### config.mk
export PLATFORM = sky130hd
export DESIGN_NAME = mc_arbiter
export DESIGN_NICKNAME = d
export VERILOG_FILES = /design/src/rtl/mc_arbiter.sv
export SDC_FILE = /design/constraint.sdc
export NUM_CORES = 1
export LEC_CHECK = 0
export CELL_PAD_IN_SITES_DETAIL_PLACEMENT = 0
export CELL_PAD_IN_SITES_GLOBAL_PLACEMENT = 2
export CORE_ASPECT_RATIO = 0.75
export CORE_UTILIZATION = 21
export DETAILED_ROUTE_END_ITERATION = 8
export PLACE_DENSITY_LB_ADDON = 0.1
export SLEW_MARGIN = 10
export SYNTH_ARGS = -nofsm -noshare
export SYNTH_HDL_FRONTEND = slang
export SYNTH_SLANG_ARGS = --single-unit
### constraint.sdc
create_clock -name arb_clk -period 1.99 [get_ports arb_clk]
set_clock_uncertainty 0.2 [all_clocks]
set_input_delay 0.199 -clock arb_clk [delete_from_list [all_inputs] [get_ports arb_clk]]
set_output_delay 0.199 -clock arb_clk [all_outputs]
set_load 0.05 [all_outputs]
### src/rtl/mc_arbiter.sv
// Round-robin arbiter granting four core controllers access to one memory controller.
// Optional BUSY watchdog compiled in with `define ARB_TIMEOUT_EN.
module mc_arbiter #(
    parameter int TIMEOUT_CYCLES = 64
) (
    input  logic        arb_clk,
    input  logic        arb_reset,
    input  logic [3:0]  req_valid,
    input  logic [11:0] req_condition,
    input  logic [23:0] req_length,
    input  logic        mc_done,
    input  logic        mc_data_done,
    output logic [2:0]  mc_condition,
    output logic [5:0]  mc_length,
    output logic [3:0]  grant,
    output logic [3:0]  grant_done,
    output logic        arb_busy,
    output logic        arb_timeout
);

    localparam logic [1:0] IDLE    = 2'b00;
    localparam logic [1:0] BUSY    = 2'b01;
    localparam logic [1:0] RELEASE = 2'b10;

    logic [1:0] state, state_nxt;
    logic [1:0] ptr, ptr_d;
    logic [1:0] owner, owner_d;
    logic [3:0] elig;
    logic       found;
    logic [1:0] win;
    logic [1:0] idx;
    logic       done_any;
    logic       wd_hit;

    logic [2:0] cond_d;
    logic [5:0] len_d;
    logic [3:0] grant_d;
    logic [3:0] gdone_d;
    logic       busy_d;
    logic       tmo_d;

    assign done_any = mc_done | mc_data_done;

    always_comb begin
        for (int i = 0; i < 4; i++) begin
            elig[i] = req_valid[i] && (req_condition[3*i +: 3] != 3'b000);
        end
    end

    // Scan from the pointer upward, wrapping 3 -> 0.
    always_comb begin
        found = 1'b0;
        win   = ptr;
        idx   = ptr;
        for (int k = 0; k < 4; k++) begin
            idx = ptr + 2'(k);
            if (!found && elig[idx]) begin
                found = 1'b1;
                win   = idx;
            end
        end
    end

`ifdef ARB_TIMEOUT_EN
    logic [15:0] wd_cnt;

    assign wd_hit = (wd_cnt == 16'(TIMEOUT_CYCLES - 1));

    always_ff @(posedge arb_clk) begin
        if (arb_reset) begin
            wd_cnt <= '0;
        end else if (state == IDLE && found) begin
            wd_cnt <= '0;
        end else if (state == BUSY) begin
            wd_cnt <= wd_cnt + 16'd1;
        end
    end
`else
    logic unused_tmo;

    assign unused_tmo = (TIMEOUT_CYCLES > 1);
    assign wd_hit     = 1'b0;
`endif

    always_ff @(posedge arb_clk) begin
        if (arb_reset) begin
            state <= IDLE;
        end else begin
            state <= state_nxt;
        end
    end

    always_comb begin
        state_nxt = IDLE;
        case (state)
            IDLE:    state_nxt = found ? BUSY : IDLE;
            BUSY:    state_nxt = (done_any || wd_hit) ? RELEASE : BUSY;
            RELEASE: state_nxt = IDLE;
            default: state_nxt = IDLE;
        endcase
    end

    always_comb begin
        grant_d = grant;
        cond_d  = mc_condition;
        len_d   = mc_length;
        gdone_d = 4'b0000;
        busy_d  = arb_busy;
        tmo_d   = 1'b0;
        ptr_d   = ptr;
        owner_d = owner;
        case (state)
            IDLE: begin
                if (found) begin
                    grant_d = 4'b0001 << win;
                    cond_d  = req_condition[3*win +: 3];
                    len_d   = req_length[6*win +: 6];
                    busy_d  = 1'b1;
                    owner_d = win;
                end else begin
                    grant_d = 4'b0000;
                    cond_d  = 3'b000;
                    len_d   = 6'd0;
                    busy_d  = 1'b0;
                end
            end
            BUSY: begin
                if (done_any || wd_hit) begin
                    grant_d = 4'b0000;
                    cond_d  = 3'b000;
                    len_d   = 6'd0;
                    gdone_d = 4'b0001 << owner;
                    tmo_d   = wd_hit && !done_any;
                end
            end
            RELEASE: begin
                grant_d = 4'b0000;
                cond_d  = 3'b000;
                len_d   = 6'd0;
                busy_d  = 1'b0;
                ptr_d   = owner + 2'd1;
            end
            default: begin
                grant_d = 4'b0000;
                cond_d  = 3'b000;
                len_d   = 6'd0;
                busy_d  = 1'b0;
            end
        endcase
    end

    always_ff @(posedge arb_clk) begin
        if (arb_reset) begin
            grant        <= 4'b0000;
            mc_condition <= 3'b000;
            mc_length    <= 6'd0;
            grant_done   <= 4'b0000;
            arb_busy     <= 1'b0;
            arb_timeout  <= 1'b0;
            ptr          <= 2'd0;
            owner        <= 2'd0;
        end else begin
            grant        <= grant_d;
            mc_condition <= cond_d;
            mc_length    <= len_d;
            grant_done   <= gdone_d;
            arb_busy     <= busy_d;
            arb_timeout  <= tmo_d;
            ptr          <= ptr_d;
            owner        <= owner_d;
        end
    end

endmodule

### After elaboration in Yosys (flattened, before gate mapping)

Index checks and enable logic that the tools add are counted.

| word-level totals | value |
|---|---|
| bits of input ports | 44 |
| logic and storage cells | 74 |
| register bits | 24 |
| output and inout bits | 19 |

| cells by class | value |
|---|---|
| shift operators | 4 |
| $lt $le $gt $ge | 4 |
| muxes and demuxes | 29 |
| $mul | 2 |
| bitwise operators | 3 |
| add/sub/neg operators | 4 |
| reduce and logical (&&, ||, !) cells | 17 |
| equal/unequal tests | 3 |

Operators with widths:

| cell | number |
|---|---|
| $shiftx 24x6->6 | 1 |
| $lt 2x3->1 const B | 4 |
| $mux 6 | 2 |
| $pmux 6 s2 | 1 |
| $reduce_bool 3->1 | 4 |
| $shiftx 12x5->3 | 1 |
| $mux 1 | 10 |
| $bmux 1 s2 | 4 |
| $mul 2x2->4 const A | 2 |
| $mux 2 | 4 |
| $mux 4 | 2 |
| $pmux 4 s2 | 1 |
| $shl 1x2->4 const A | 2 |
| $logic_and 1x1->1 | 7 |
| $mux 3 | 2 |
| $pmux 3 s2 | 1 |
| $add 2x1->2 const B | 2 |
| $add 2x2->2 const B | 2 |
| $pmux 2 s2 | 1 |
| $logic_not 1->1 | 3 |
| $reduce_or 3->1 | 1 |
| $eq 2x1->1 const B | 1 |
| $eq 2x2->1 const B | 1 |
| $logic_not 2->1 | 1 |
| 5 further kinds | 6 |

### Depth between registers and ports, before layout

| depth | value |
|---|---|
| depth in word-level cells | 18 |
| gate-level depth with buffers | 7 |

### Worst setup path before layout

Ideal clock, no wire load.

| timing path | value |
|---|---|
| kind | input to register |
| start | input req_condition[11] |
| end | register mc_length[2] |
| library setup time | 0.119 ns |
| data required time | 1.671 ns |
| arrival | 1.618 ns |
| stages | 5 |
| setup slack | 0.053 ns |
| cell sequence | o31a_1 -> o311a_4 -> a311oi_4 -> o221ai_1 -> o221a_1 |

| on the way | value |
|---|---|
| longest elaborated chain between the ends | 18 |
| elaborated cells between the ends (all ways) | 27 |

RTL lines:

| item | line | text |
|---|---|---|
| start: declaration | 9 | `input logic [11:0] req_condition,` |
| $reduce_bool 3->1 * | 46 | `elig[i] = req_valid[i] && (req_condition[3*i +: 3] != 3'b000);` |
| $logic_and 1x1->1 * | 46 |  |
| $bmux 1 s2 | 57 | `if (!found && elig[idx]) begin` |
| $mux 1 (not written as such) | 57 |  |
| $mux 1 | 57 |  |
| $logic_not 1->1 | 57 |  |
| $logic_and 1x1->1 | 57 |  |
| $mux 1 | 57 |  |
| [... 2 more ...] | - |  |
| $mux 1 | 57 |  |
| $logic_not 1->1 | 57 |  |
| $logic_and 1x1->1 | 57 |  |
| $mux 2 | 57 |  |
| $mul 2x2->4 | 117 | `len_d = req_length[6*win +: 6];` |
| $shiftx 24x6->6 | 117 |  |
| $mux 6 * | 114 | `if (found) begin` |
| $pmux 6 s2 * | 112 | `case (state)` |
| end signal: assignment | 165 | `mc_length <= len_d;` |
| end: declaration | 14 | `output logic [5:0] mc_length,` |

Every way passes the cells marked *; elsewhere a longest branch is shown, timed or not. The select of a mux whose other input is x is not followed.
A chain may end at the register's enable or synchronous reset.

### Final worst setup path

| timing path | value |
|---|---|
| start | input req_condition[11] |
| end | register mc_condition[0] |

| on the way | value |
|---|---|
| longest elaborated chain between the ends | 18 |
| elaborated cells between the ends (all ways) | 27 |

RTL lines:

| item | line | text |
|---|---|---|
| $reduce_bool 3->1 | 46 |  |
| $logic_and 1x1->1 | 46 |  |
| $bmux 1 s2 | 57 |  |
| $mux 1 (not written as such) | 57 |  |
| $mux 1 | 57 |  |
| $logic_not 1->1 | 57 |  |
| $logic_and 1x1->1 | 57 |  |
| $mux 1 | 57 |  |
| [... 2 more ...] | - |  |
| $mux 1 | 57 |  |
| $logic_not 1->1 | 57 |  |
| $logic_and 1x1->1 | 57 |  |
| $mux 2 | 57 |  |
| $mul 2x2->4 | 116 | `cond_d = req_condition[3*win +: 3];` |
| $shiftx 12x5->3 | 116 |  |
| $mux 3 * | 114 |  |
| $pmux 3 s2 * | 112 |  |
| end signal: assignment | 164 | `mc_condition <= cond_d;` |
| end: declaration | 13 | `output logic [2:0] mc_condition,` |

Marked as above.

==> results_dict.tcl <==
set metrics [dict create \
    synth-edff-count 0 \
    slowest_stage "o31a_1" \
    synth_top_area_share_pct 36.1 \
    area.growth.synth_to_final_pct 93.1 \
    synth_common_cells "dfxtp_1, mux2i_1, nand2_1, nor2_1, o221ai_1" \
    clock-sinks 24 \
    drv_slew 0 \
    ys_types 49 \
    hold_viol_final 0 \
    cp_top_family "compound AO/OA/AOI/OAI gates" \
    syn_area_um2 1330 \
    power_density_nw_per_um2 601 \
    grt_usage_pct 14.3 \
    rsz0062_at_grt "true" \
    clk_latency_ns 0.27 \
    cts_tree "done" \
    max_freq_mhz 507 \
    die_w_um 94.0 \
    critPathMostFrequentCell "buf_4" \
    wirelength_mm 4.68 \
    place.gp.congestion 0.774 \
    portBuffers 61 \
    yosysMostFrequentCell "dfxtp_1" \
    root_buffer "clkbuf_8" \
    die_h_um 71.0 \
    drive_gt1_share_pct 37.0 \
    yosysTopAreaCell "dfxtp_1" \
    numCtsBuffers 3 \
    crit_chain "buf_2 -> o31a_1 -> buf_4 -> a311oi_4 -> nor3_4 -> buf_4 -> bufbuf_16 -> mux2i_1 -> o221ai_2" \
    finalCritPeriodShare_pct 99.1 \
    hold_path.class "in2reg" \
    layout.cells.non_filler 313 \
    ant_nets 0 \
    grt-ovfl-total 0 \
    status "complete, no violations" \
    worstMarginPinSlew_ns 0.519 \
    syn-instance-count 138 \
    crit_buf_inv 4 \
    synth_flop_cell "dfxtp_1" \
    diodes 0 \
    drt_pass1_iterations 4 \
    final-setup-viol-count 0 \
    wl_per_cell_um 14.9 \
    syn_nets 182 \
    clockBufferDepth 2 \
    core.rowCount 24 \
    yosysSeqAreaShare_pct 36.1 \
    final_nets 281 \
    grt_pass1_wl_mm 7.31 \
    critPathMaxFanout 5 \
    syn_avg_cell_area_um2 9.66 \
    vias 1433 \
    cp.arrival_ns 1.93 \
    crit_path_start_kind "primary input" \
    grt_max_degree 13 \
    cts_hold_buf 0 \
    first_iter_violations 30 \
    yosysWarnings 0 \
    cts.clk_slew.worst_paths_ns 0.09 \
    max_slew_margin_pct 65.3 \
    maxCapViolCount 0 \
    start_util_pct 22.3 \
    grt_pass1_vias 1485 \
    antenna_found_initial 0 \
    placed_cells 296 \
    required_ns 1.94 \
    ys_async_sr_fraction_pct 0 \
    htreeDepth 1 \
    ios 63 \
    via_per_inst 4.58 \
    period_needed_ns 1.97 \
    endpoint_kind "flip-flop" \
    dp_hpwl_mm 3.38 \
    ir_worst_vdd_mv 0.256 \
    die_area_um2 6670 \
    cpPeakStageDelay_ns 0.31 \
    crit_type "in2reg" \
    synth_area_leaders "dfxtp_1, mux2i_1, o221ai_1" \
    remaining_drc_errors 0 \
    synth_seq_cells 24 \
    power_uw 1540 \
    power_leakage_uw 0.000986 \
    coreArea_um2 5980 \
]
==> stage by stage <==
step | worst slack [ns] | area, um^2 | util, % | hold WS, ns | setup TNS [ns]
floorplan | 0.0532 | 1330 | - | 0.199 | 0
global placement | -0.535 | 2210 | 36.9 | 0.250 | -7.20
detailed placement | -0.572 | 2210 | 36.9 | 0.253 | -7.51
CTS | 0.00210 | 2460 | 41.1 | 0.198 | 0
global route | -0.0138 | 2570 | 43.0 | 0.132 | -0.0347
finish | 0.0187 | 2570 | 43.0 | 0.126 | 0
==> power by group <==
group,switching [uW],total (uW),internal [uW],leakage [uW]
sequential,35.2,557,522,0.000198
combinational,337,688,351,0.000766
clock,164,299,136,0.0000216
total,536,1540,1010,0.000986
==> path summary, 6_finish.rpt <==
path	depth (start not counted)	slack [ns]	from	end
worst min register to register	2	0.27	grant[2]$_SDFFE_PP0N_	grant[2]$_SDFFE_PP0N_
worst min-delay path	3	0.13	req_condition[11]	mc_condition[2]$_SDFFE_PP0N_
worst max-delay path	9	0.02	req_condition[11]	mc_condition[0]$_SDFFE_PP0N_
worst max register to register	7	0.04	ptr[1]$_SDFFE_PP0N_	mc_condition[0]$_SDFFE_PP0N_
==> worst register-to-register path, stage by stage, from the launching register on <==
cell and delay, ns:
dfxtp_4 0.40, o311ai_2 0.09, o22ai_2 0.16, nor3_4 0.21
buf_4 0.14, bufbuf_16 0.25, mux2i_1 0.25, o221ai_2 0.13
==> layer usage <==
layer  up-vias  share of wire (%)  GRT usage [%]
li1        728                  -              -
met1       666                 49           19.4
met2        37                 45           22.6
met3         2                5.0           3.87
met4         0               0.85           3.59
met5         -                  0              0
==> final cells by class <==
| type | instances | area (um^2) |
|---|---|---|
| Multi-Input combinational cell | 106 | 990 |
| Sequential cell | 24 | 488 |
| Clock buffer | 3 | 41.3 |
| Timing Repair Buffer | 100 | 948 |
| Inverter | 2 | 7.51 |
| Fill cell | 600 | 3400 |
| Tap cell | 78 | 97.6 |
==> placed cells by master (no fill, tap or decap), types with 2 or more instances in the layout <==
cell             synthesis  layout
a21oi_1                  6       6
a311oi_4                 1       2
and2_1                   2       2
buf_2                    1       2
buf_4                    3      32
buf_6                    0       6
bufbuf_16                0       2
clkbuf_2                 0       6
clkbuf_8                 0       3
clkdlybuf4s15_1          0       4
clkdlybuf4s50_1          0      43
dfxtp_1                 24      22
dfxtp_4                  0       2
dlygate4sd2_1            0       2
inv_1                    2       2
mux2i_1                 16      13
mux2i_2                  0       2
nand2_1                 15      15
nand2b_1                 3       2
nand3b_1                 2       2
nor2_1                   9       9
nor2b_1                  2       2
nor3_1                   2       2
nor3_4                   0       2
o21ai_2                  1       3
o221ai_2                 0       8
o31a_1                   3       3
o31ai_4                  2       3
==> state kept, by name, summed over array words and instances (netlist names) <==
signal,count
grant,4
owner,2
grant_done,4
mc_length,6
state,2
arb_busy,1
ptr,2
mc_condition,3
==> kinds of logic after synthesis <==
group,count (synthesis),synth area share (%)
AO/OA/AOI/OAI,42,29.1
buffers and inverters,8,3.19
other,1,0.281
AND/OR/NAND/NOR,46,18.7
flip-flops,24,36.1
XOR/XNOR,1,0.657
multiplexers,16,12.0
==> repair_timing <==
| item | CTS | global route |
|---|---|---|
| pin swaps | 11 | 19 |
| setup buffers | 11 | 2 |
| hold endpoints to repair | 0 | 0 |
| setup endpoints to repair | 15 | 13 |
| gates resized for setup | 45 | 38 |
| cloned | 2 | 0 |
Note: power is estimated with default switching activity, not from simulation.
